## src/rtl/ewrapper_tx_serdes_par.sv

```systemverilog
// Parallel-to-DDR e-link transmit serializer: small input FIFO feeding NCH
// channels, MSB-first, one even/odd pair per clock. Option macro: ELINK_TX_INVERT_EN.
module ewrapper_tx_serdes_par #(
    parameter int NCH   = 9,
    parameter int BPC   = 8,
    parameter int DEPTH = 2
) (
    input  logic               CLK_IN,
    input  logic               RESET_N,
    input  logic               ENABLE,
    input  logic [NCH*BPC-1:0] DATA_IN,
    input  logic               DATA_VALID,
    output logic               DATA_READY,
    output logic [NCH-1:0]     EVEN_OUT,
    output logic [NCH-1:0]     ODD_OUT,
    output logic               BUSY,
    output logic               UNDERRUN
);

    localparam int W  = NCH * BPC;
    localparam int AW = $clog2(DEPTH);
    localparam int CW = AW + 1;
    localparam int PW = (BPC > 2) ? $clog2(BPC / 2) : 1;
    localparam logic [PW-1:0] PH_LAST = PW'(BPC / 2 - 1);

    typedef enum logic [0:0] {
        ST_IDLE  = 1'b0,
        ST_SHIFT = 1'b1
    } state_t;

    state_t          state_q, state_d;
    logic [PW-1:0]   ph_q, ph_d;
    logic [W-1:0]    word_q, word_d;
    logic [W-1:0]    mem_q [DEPTH];
    logic [AW-1:0]   wr_ptr_q, wr_ptr_d;
    logic [AW-1:0]   rd_ptr_q, rd_ptr_d;
    logic [CW-1:0]   count_q, count_d;
    logic            ready_q, ready_d;
    logic [NCH-1:0]  even_q, even_d;
    logic [NCH-1:0]  odd_q, odd_d;
    logic            busy_q;
    logic            underrun_q, underrun_d;
    logic            push_s, pop_s, empty_s;
    logic [W-1:0]    rd_data_s;
    logic [NCH-1:0]  top_even_s, top_odd_s;
    logic [NCH-1:0]  even_raw_s, odd_raw_s;

    assign push_s    = DATA_VALID && ready_q;
    assign empty_s   = (count_q == {CW{1'b0}});
    assign rd_data_s = mem_q[rd_ptr_q];

    // The word shifts left two bits per cycle, so each channel's next pair is
    // always in its top two bits; bits leaking in from the channel below never
    // reach the top before the next reload.
    for (genvar c = 0; c < NCH; c++) begin : g_ch
        assign top_even_s[c] = word_q[c*BPC + BPC - 1];
        assign top_odd_s[c]  = word_q[c*BPC + BPC - 2];
    end

    // FIFO pointer and occupancy next-state
    always_comb begin
        wr_ptr_d = wr_ptr_q;
        rd_ptr_d = rd_ptr_q;
        count_d  = count_q;
        if (push_s) begin
            wr_ptr_d = wr_ptr_q + AW'(1'b1);
        end else begin
            wr_ptr_d = wr_ptr_q;
        end
        if (pop_s) begin
            rd_ptr_d = rd_ptr_q + AW'(1'b1);
        end else begin
            rd_ptr_d = rd_ptr_q;
        end
        case ({push_s, pop_s})
            2'b10:   count_d = count_q + CW'(1'b1);
            2'b01:   count_d = count_q - CW'(1'b1);
            default: count_d = count_q;
        endcase
        ready_d = (count_d != CW'(DEPTH));
    end

    // Serializer FSM next-state, pop request and underrun detection
    always_comb begin
        state_d    = state_q;
        ph_d       = ph_q;
        word_d     = word_q;
        pop_s      = 1'b0;
        underrun_d = 1'b0;
        case (state_q)
            ST_IDLE: begin
                if (ENABLE && !empty_s) begin
                    pop_s   = 1'b1;
                    word_d  = rd_data_s;
                    ph_d    = {PW{1'b0}};
                    state_d = ST_SHIFT;
                end else begin
                    state_d = ST_IDLE;
                end
            end
            ST_SHIFT: begin
                if (ph_q == PH_LAST) begin
                    ph_d = {PW{1'b0}};
                    if (ENABLE && !empty_s) begin
                        pop_s   = 1'b1;
                        word_d  = rd_data_s;
                        state_d = ST_SHIFT;
                    end else if (ENABLE) begin
                        underrun_d = 1'b1;
                        state_d    = ST_IDLE;
                    end else begin
                        state_d = ST_IDLE;
                    end
                end else begin
                    ph_d   = ph_q + PW'(1'b1);
                    word_d = word_q << 2'd2;
                end
            end
            default: begin
                state_d = ST_IDLE;
                ph_d    = {PW{1'b0}};
            end
        endcase
    end

    // Output pair selection with optional line inversion
    always_comb begin
        if (state_q == ST_SHIFT) begin
            even_raw_s = top_even_s;
            odd_raw_s  = top_odd_s;
        end else begin
            even_raw_s = {NCH{1'b0}};
            odd_raw_s  = {NCH{1'b0}};
        end
`ifdef ELINK_TX_INVERT_EN
        even_d = ~even_raw_s;
        odd_d  = ~odd_raw_s;
`else
        even_d = even_raw_s;
        odd_d  = odd_raw_s;
`endif
    end

    // FIFO storage; contents are don't-care once the pointers are reset
    always_ff @(posedge CLK_IN) begin
        if (push_s) begin
            mem_q[wr_ptr_q] <= DATA_IN;
        end
    end

    // Control state and registered outputs
    always_ff @(posedge CLK_IN or negedge RESET_N) begin
        if (!RESET_N) begin
            state_q    <= ST_IDLE;
            ph_q       <= {PW{1'b0}};
            word_q     <= {W{1'b0}};
            wr_ptr_q   <= {AW{1'b0}};
            rd_ptr_q   <= {AW{1'b0}};
            count_q    <= {CW{1'b0}};
            ready_q    <= 1'b0;
            even_q     <= {NCH{1'b0}};
            odd_q      <= {NCH{1'b0}};
            busy_q     <= 1'b0;
            underrun_q <= 1'b0;
        end else begin
            state_q    <= state_d;
            ph_q       <= ph_d;
            word_q     <= word_d;
            wr_ptr_q   <= wr_ptr_d;
            rd_ptr_q   <= rd_ptr_d;
            count_q    <= count_d;
            ready_q    <= ready_d;
            even_q     <= even_d;
            odd_q      <= odd_d;
            busy_q     <= (state_d == ST_SHIFT);
            underrun_q <= underrun_d;
        end
    end

    assign DATA_READY = ready_q;
    assign EVEN_OUT   = even_q;
    assign ODD_OUT    = odd_q;
    assign BUSY       = busy_q;
    assign UNDERRUN   = underrun_q;

endmodule

```

## config.mk

```make
export PLATFORM = sky130hd
export DESIGN_NAME = ewrapper_tx_serdes_par
export DESIGN_NICKNAME = d
export VERILOG_FILES = /design/src/rtl/ewrapper_tx_serdes_par.sv
export SDC_FILE = /design/constraint.sdc
export NUM_CORES = 1
export LEC_CHECK = 0
export CORE_MARGIN = 2
export CORE_UTILIZATION = 30
export DETAILED_ROUTE_END_ITERATION = 8
export PLACE_DENSITY = 0.45
export SLEW_MARGIN = 15
export SYNTH_ARGS = -nofsm -noshare
export SYNTH_HDL_FRONTEND = slang
export SYNTH_SLANG_ARGS = --single-unit
```

## constraint.sdc

```tcl
create_clock -name CLK_IN -period 4.6 [get_ports CLK_IN]
set_input_delay 0.46 -clock CLK_IN [delete_from_list [all_inputs] [get_ports CLK_IN]]
set_output_delay 0.46 -clock CLK_IN [all_outputs]
set_load 0.03 [all_outputs]
```

Yosys cells after proc, flatten, opt, wreduce, memory -nomap -nowiden. Memories as Yosys holds them, arrays and structs flattened. Index checks and enable logic that the tools add are counted.

Flip-flop bits (word level): 99. Bits in writable memories: 144. Input port bits: 76. Output and inout bits: 21. Logic and storage cells: 46. Memories: 1.

Add/subtract/negate cells: 5. Equal/unequal tests: 5. Multiplexer cells: 20. Bitwise logic cells: 1. Reductions and logical operators: 4.

Memory list: mem_q (depth 2, bits a word 72, read ports 1, clocked after memory_dff 0, write ports 1, RTL line 34) `logic [W-1:0] mem_q [DEPTH];`.

Operator list (number): $mux W72 (2); $pmux W72 S2 (1); $mux W9 (2); $mux W1 (9); $pmux W2 S2 (2); $add A2 B1 Y2 const B (2); $eq A2 B2 Y1 const B (2); $mux W2 (2); $ne A2 B2 Y1 const B (2); $pmux W1 S2 (2); $add A1 B1 Y1 const B (2); $eq A2 B1 Y1 const B (1); $logic_and A1 B1 Y1 (2); $logic_not A2 Y1 (1); $sub A2 B1 Y2 const B (1); $logic_not A1 Y1 (1); $not A1 Y1 (1).

Logic depth before layout (Yosys ltp).
Depth after elaboration: 9. Mapped depth: 9. Depth with buffers taken out: 7.

Least setup slack after synthesis. Ideal clock, no wire load.

Path type: flip-flop to flip-flop. Start: register ready_q (netlist: DATA_READY). End: memory mem_q[0][0] in the netlist's numbering (enable). Setup time: 0.503 ns. Arrival time: 3.694 ns. Required time: 4.097 ns. Path slack: 0.404 ns. Cell stages (with the launch flop): 3. Buffers on the path: 0. Cells stage by stage: dfrtp_1 > nand2_1 > nor2_1.

Word-level cells in the longest chain between the ends: 3.

RTL lines: start: declaration (RTL line 38) `logic ready_q, ready_d;`; start signal: assignment (RTL line 172) `ready_q <= ready_d;`; $logic_and A1 B1 Y1 (RTL line 48) `assign push_s = DATA_VALID && ready_q;`; $mux W1 (RTL line 146) `if (push_s) begin`; $mux W1 (implied by the code) (RTL line 147) `mem_q[wr_ptr_q] <= DATA_IN;`; end: declaration (RTL line 34).

Every way passes these cells.

Worst setup path after layout.
Start: register busy_q (netlist: BUSY). End: output port BUSY.

RTL lines: start: declaration (RTL line 41) `logic busy_q;`; start signal: assignment (RTL line 175) `busy_q <= (state_d == ST_SHIFT);`; end: declaration (RTL line 16) `output logic BUSY,`.

No word-level cell between the ends.

==> results.py <==
metrics = {
    "outcome": {
        "status": "completed",
    },
    "die": {
        "start_util": 0.304,
        "fp.dieH_um": 188,
        "ios": 97,
        "row_count": 67,
        "core-area_um2": 33400,
        "die_w_um": 188,
        "die_area_um2": 35300,
    },
    "grt": {
        "grt_pass1_wl_um": 34300,
        "grt_pass1_vias": 6132,
        "gr-usage-all-layers": 0.122,
        "grt_overflow_total": 0,
        "grt_start_max_net_pins": 88,
        "antenna_found_initial": 0,
    },
    "clock_tree": {
        "clock_latency_ns": 0.52,
        "cts-root-buf": "clkbuf_16",
        "cts_buffers": 27,
        "clock_sinks": 243,
        "cts_setup_buffers": 0,
        "cts.clk_slew.worst_paths_ns": 0.06,
        "h-tree-depth": 1,
        "clock_path_buffers": 3,
        "cts_tree": "yes",
        "cts.repair.resized": 0,
        "cts_hold_buf": 0,
    },
    "synthesis": {
        "synth-main-ff-cell": "edfxtp_1",
        "syn_inst": 696,
        "synth.area.top_cells": "edfxtp_1 (43%), dfrtp_1 (24%), o31ai_2 (8.1%)",
        "synth-seq-cells": 243,
        "ys_seq_area_frac": 0.671,
        "synthTopCellsByCount": "edfxtp_1 (144), dfrtp_1 (99), nand2_1 (75)",
        "syn-num-nets": 774,
        "synth.most_common_cell": "edfxtp_1",
        "netlist.area_leader.share": 0.427,
        "async_flop_share": 0.407,
        "syn_avg_cell_area_um2": 14.6,
        "ys_types": 29,
        "syn_area_um2": 10100,
        "synth_edf_count": 144,
        "ys_warn_count": 0,
        "yosys.area.top_type": "edfxtp_1",
    },
    "timing": {
        "hold_viol": 0,
        "drv_slew": 0,
        "fin_crit_ns": 2.38,
        "worst_clock_skew_ns": 0.00950,
        "fmax_ghz": 0.420,
        "rsz0062_at_grt": "no",
        "finalSetupTns_ns": 0,
        "slew_headroom": 0.273,
        "fin_crit_sh": 0.518,
        "setup_viol": 0,
        "tightest_slew_ns": 1.09,
    },
    "hold_path": {
        "hold_class": "in2async",
    },
    "drt": {
        "wl_per_cell_um": 16.9,
        "final_antenna_net_count": 0,
        "via_count": 5582,
        "route.detailed.drc": 0,
        "drt-initial-drc-count": 278,
        "wl_um": 21200,
        "firstDrtPassIters": 5,
        "routed_via_density": 4.47,
    },
    "critical_path": {
        "critical_path_buf_inv_count": 2,
        "critPathLaunch": "BUSY$_DFF_PN0_",
        "slowest_stage": "clkdlybuf4s50_1",
        "crit_path_cell_trace": "buf_4 -> clkdlybuf4s50_1",
        "cp_max_fo": 23,
        "cp.arrival_ns": 1.92,
        "r2r-start": "ph_q[0]$_DFFE_PN0P_",
        "cp-start-kind": "register",
        "setup.worst_path.end_class": "output port",
        "cp.required_ns": 4.14,
        "crit_type": "reg2out",
        "cpPeakStageDelay_ns": 0.73,
        "crit_family": "buffers and inverters",
    },
    "final_layout": {
        "nFillCells": 3256,
        "final_core_util": 0.368,
        "fin_nets": 859,
        "area_delta_synth_final_pct": 21.0,
        "antenna_cells": 0,
        "drive_gt1_frac": 0.228,
    },
    "run": {
        "maxCapViolCount": 0,
    },
    "pwr": {
        "power.density_nw_per_um2": 682,
        "ir_worst_vdd_mv": 0.440,
        "total_power_mw": 8.37,
        "p_leak_nw": 4.33,
    },
    "placed_design": {
        "dp_hpwl_um": 12500,
        "place.gp.congestion": 0.689,
        "port_buffers": 96,
    },
}
## path summary, 6_finish.rpt
check / endpoint / slack (ns) / cells after the start
setup reg to reg: count_q[1]$_DFF_PN0_ / 2.23 / 7
hold / removal: word_q[50]$_DFF_PN0_ / 0.01 / 1
hold reg to reg: word_q[67]$_DFF_PN0_ / 0.48 / 2
max in group asynchronous: rd_ptr_q$_DFFE_PN0P_ / 3.70 / 2
min in group CLK_IN: word_q[67]$_DFF_PN0_ / 0.48 / 2
setup / recovery: BUSY / 2.22 / 2
## report_power, final
part	total, mW	switching (mW)	internal, mW
registers	3.55	0.467	3.08
clock network	2.02	0.808	1.21
logic	2.80	1.68	1.13
total	8.37	2.95	5.42
## stage by stage
stage	hold slack [ns]	cell area, um2	setup slack, ns	cells
after global routing	0.0712	12300	2.01	1249
after CTS	0.0478	12300	2.15	1249
after global placement	0.467	11400	1.96	1200
after detailed placement	0.471	11400	1.95	1200
after floorplan	0.164	10100	0.404	696
final	0.0110	12300	2.22	1249
## cells in the final DEF (no fill, tap or decap), types with 2 or more instances in the layout
cell / netlist / routed
ha_1: 2 / 2
nor2_1: 66 / 65
xor2_1: 3 / 3
a211oi_1: 16 / 16
edfxtp_1: 144 / 144
a211oi_2: 56 / 56
clkbuf_1: 9 / 14
clkinv_2: 0 / 2
buf_4: 3 / 11
xnor2_1: 3 / 3
nor2b_1: 71 / 70
clkbuf_16: 0 / 27
dfrtp_1: 99 / 98
clkinv_1: 0 / 3
o31ai_2: 66 / 66
nor2_2: 11 / 11
o31ai_1: 4 / 4
clkdlybuf4s50_1: 0 / 95
mux2i_1: 3 / 3
bufinv_16: 0 / 2
nand2_1: 75 / 75
and2_1: 18 / 18
## cell families (layout without fill, tap and decap cells)
group,Yosys count,count (layout),synth area share
AO/OA/AOI/OAI,146,146,0.168
XOR/XNOR,6,6,0.00518
adder cells (fa/ha/maj),2,2,0.00247
buffers and inverters,51,156,0.0343
flip-flops,243,243,0.671
multiplexers,3,3,0.00296
AND/OR/NAND/NOR,245,245,0.116
## layer usage
layer	global-route usage	vias up	part of all wire
met4	0.0345	0	0.020
met5	0	-	0
met2	0.215	85	0.51
met3	0.0225	27	0.038
li1	-	2686	-
met1	0.154	2784	0.44
## area by class of cell
cell class	instances	area [um2]	area share
flip-flops and latches	243	6810	0.555
multi-input cells	402	3020	0.246
repair buffers	107	1050	0.0859
clock buffers	42	742	0.0605
well taps	448	561	0.0457
clock inverters	7	81.3	0.00663
## flip-flops by register name (all words and copies together) (netlist names)
| name | cells |
|---|---|
| mem_q | 144 |
| word_q | 72 |
| EVEN_OUT | 9 |
| ODD_OUT | 9 |
| count_q | 2 |
| ph_q | 2 |
| BUSY | 1 |
| DATA_READY | 1 |
| UNDERRUN | 1 |
| rd_ptr_q | 1 |
| wr_ptr_q | 1 |
## worst register-to-register path: stages (launching register included)
cell and delay, ns:
dfrtp_1 0.40, ha_1 0.26, nor2b_4 0.77, nor2_2 0.15
ha_1 0.30, xnor2_1 0.14, nor2_1 0.12, xor2_1 0.16
(Power assumes the default switching activity.)
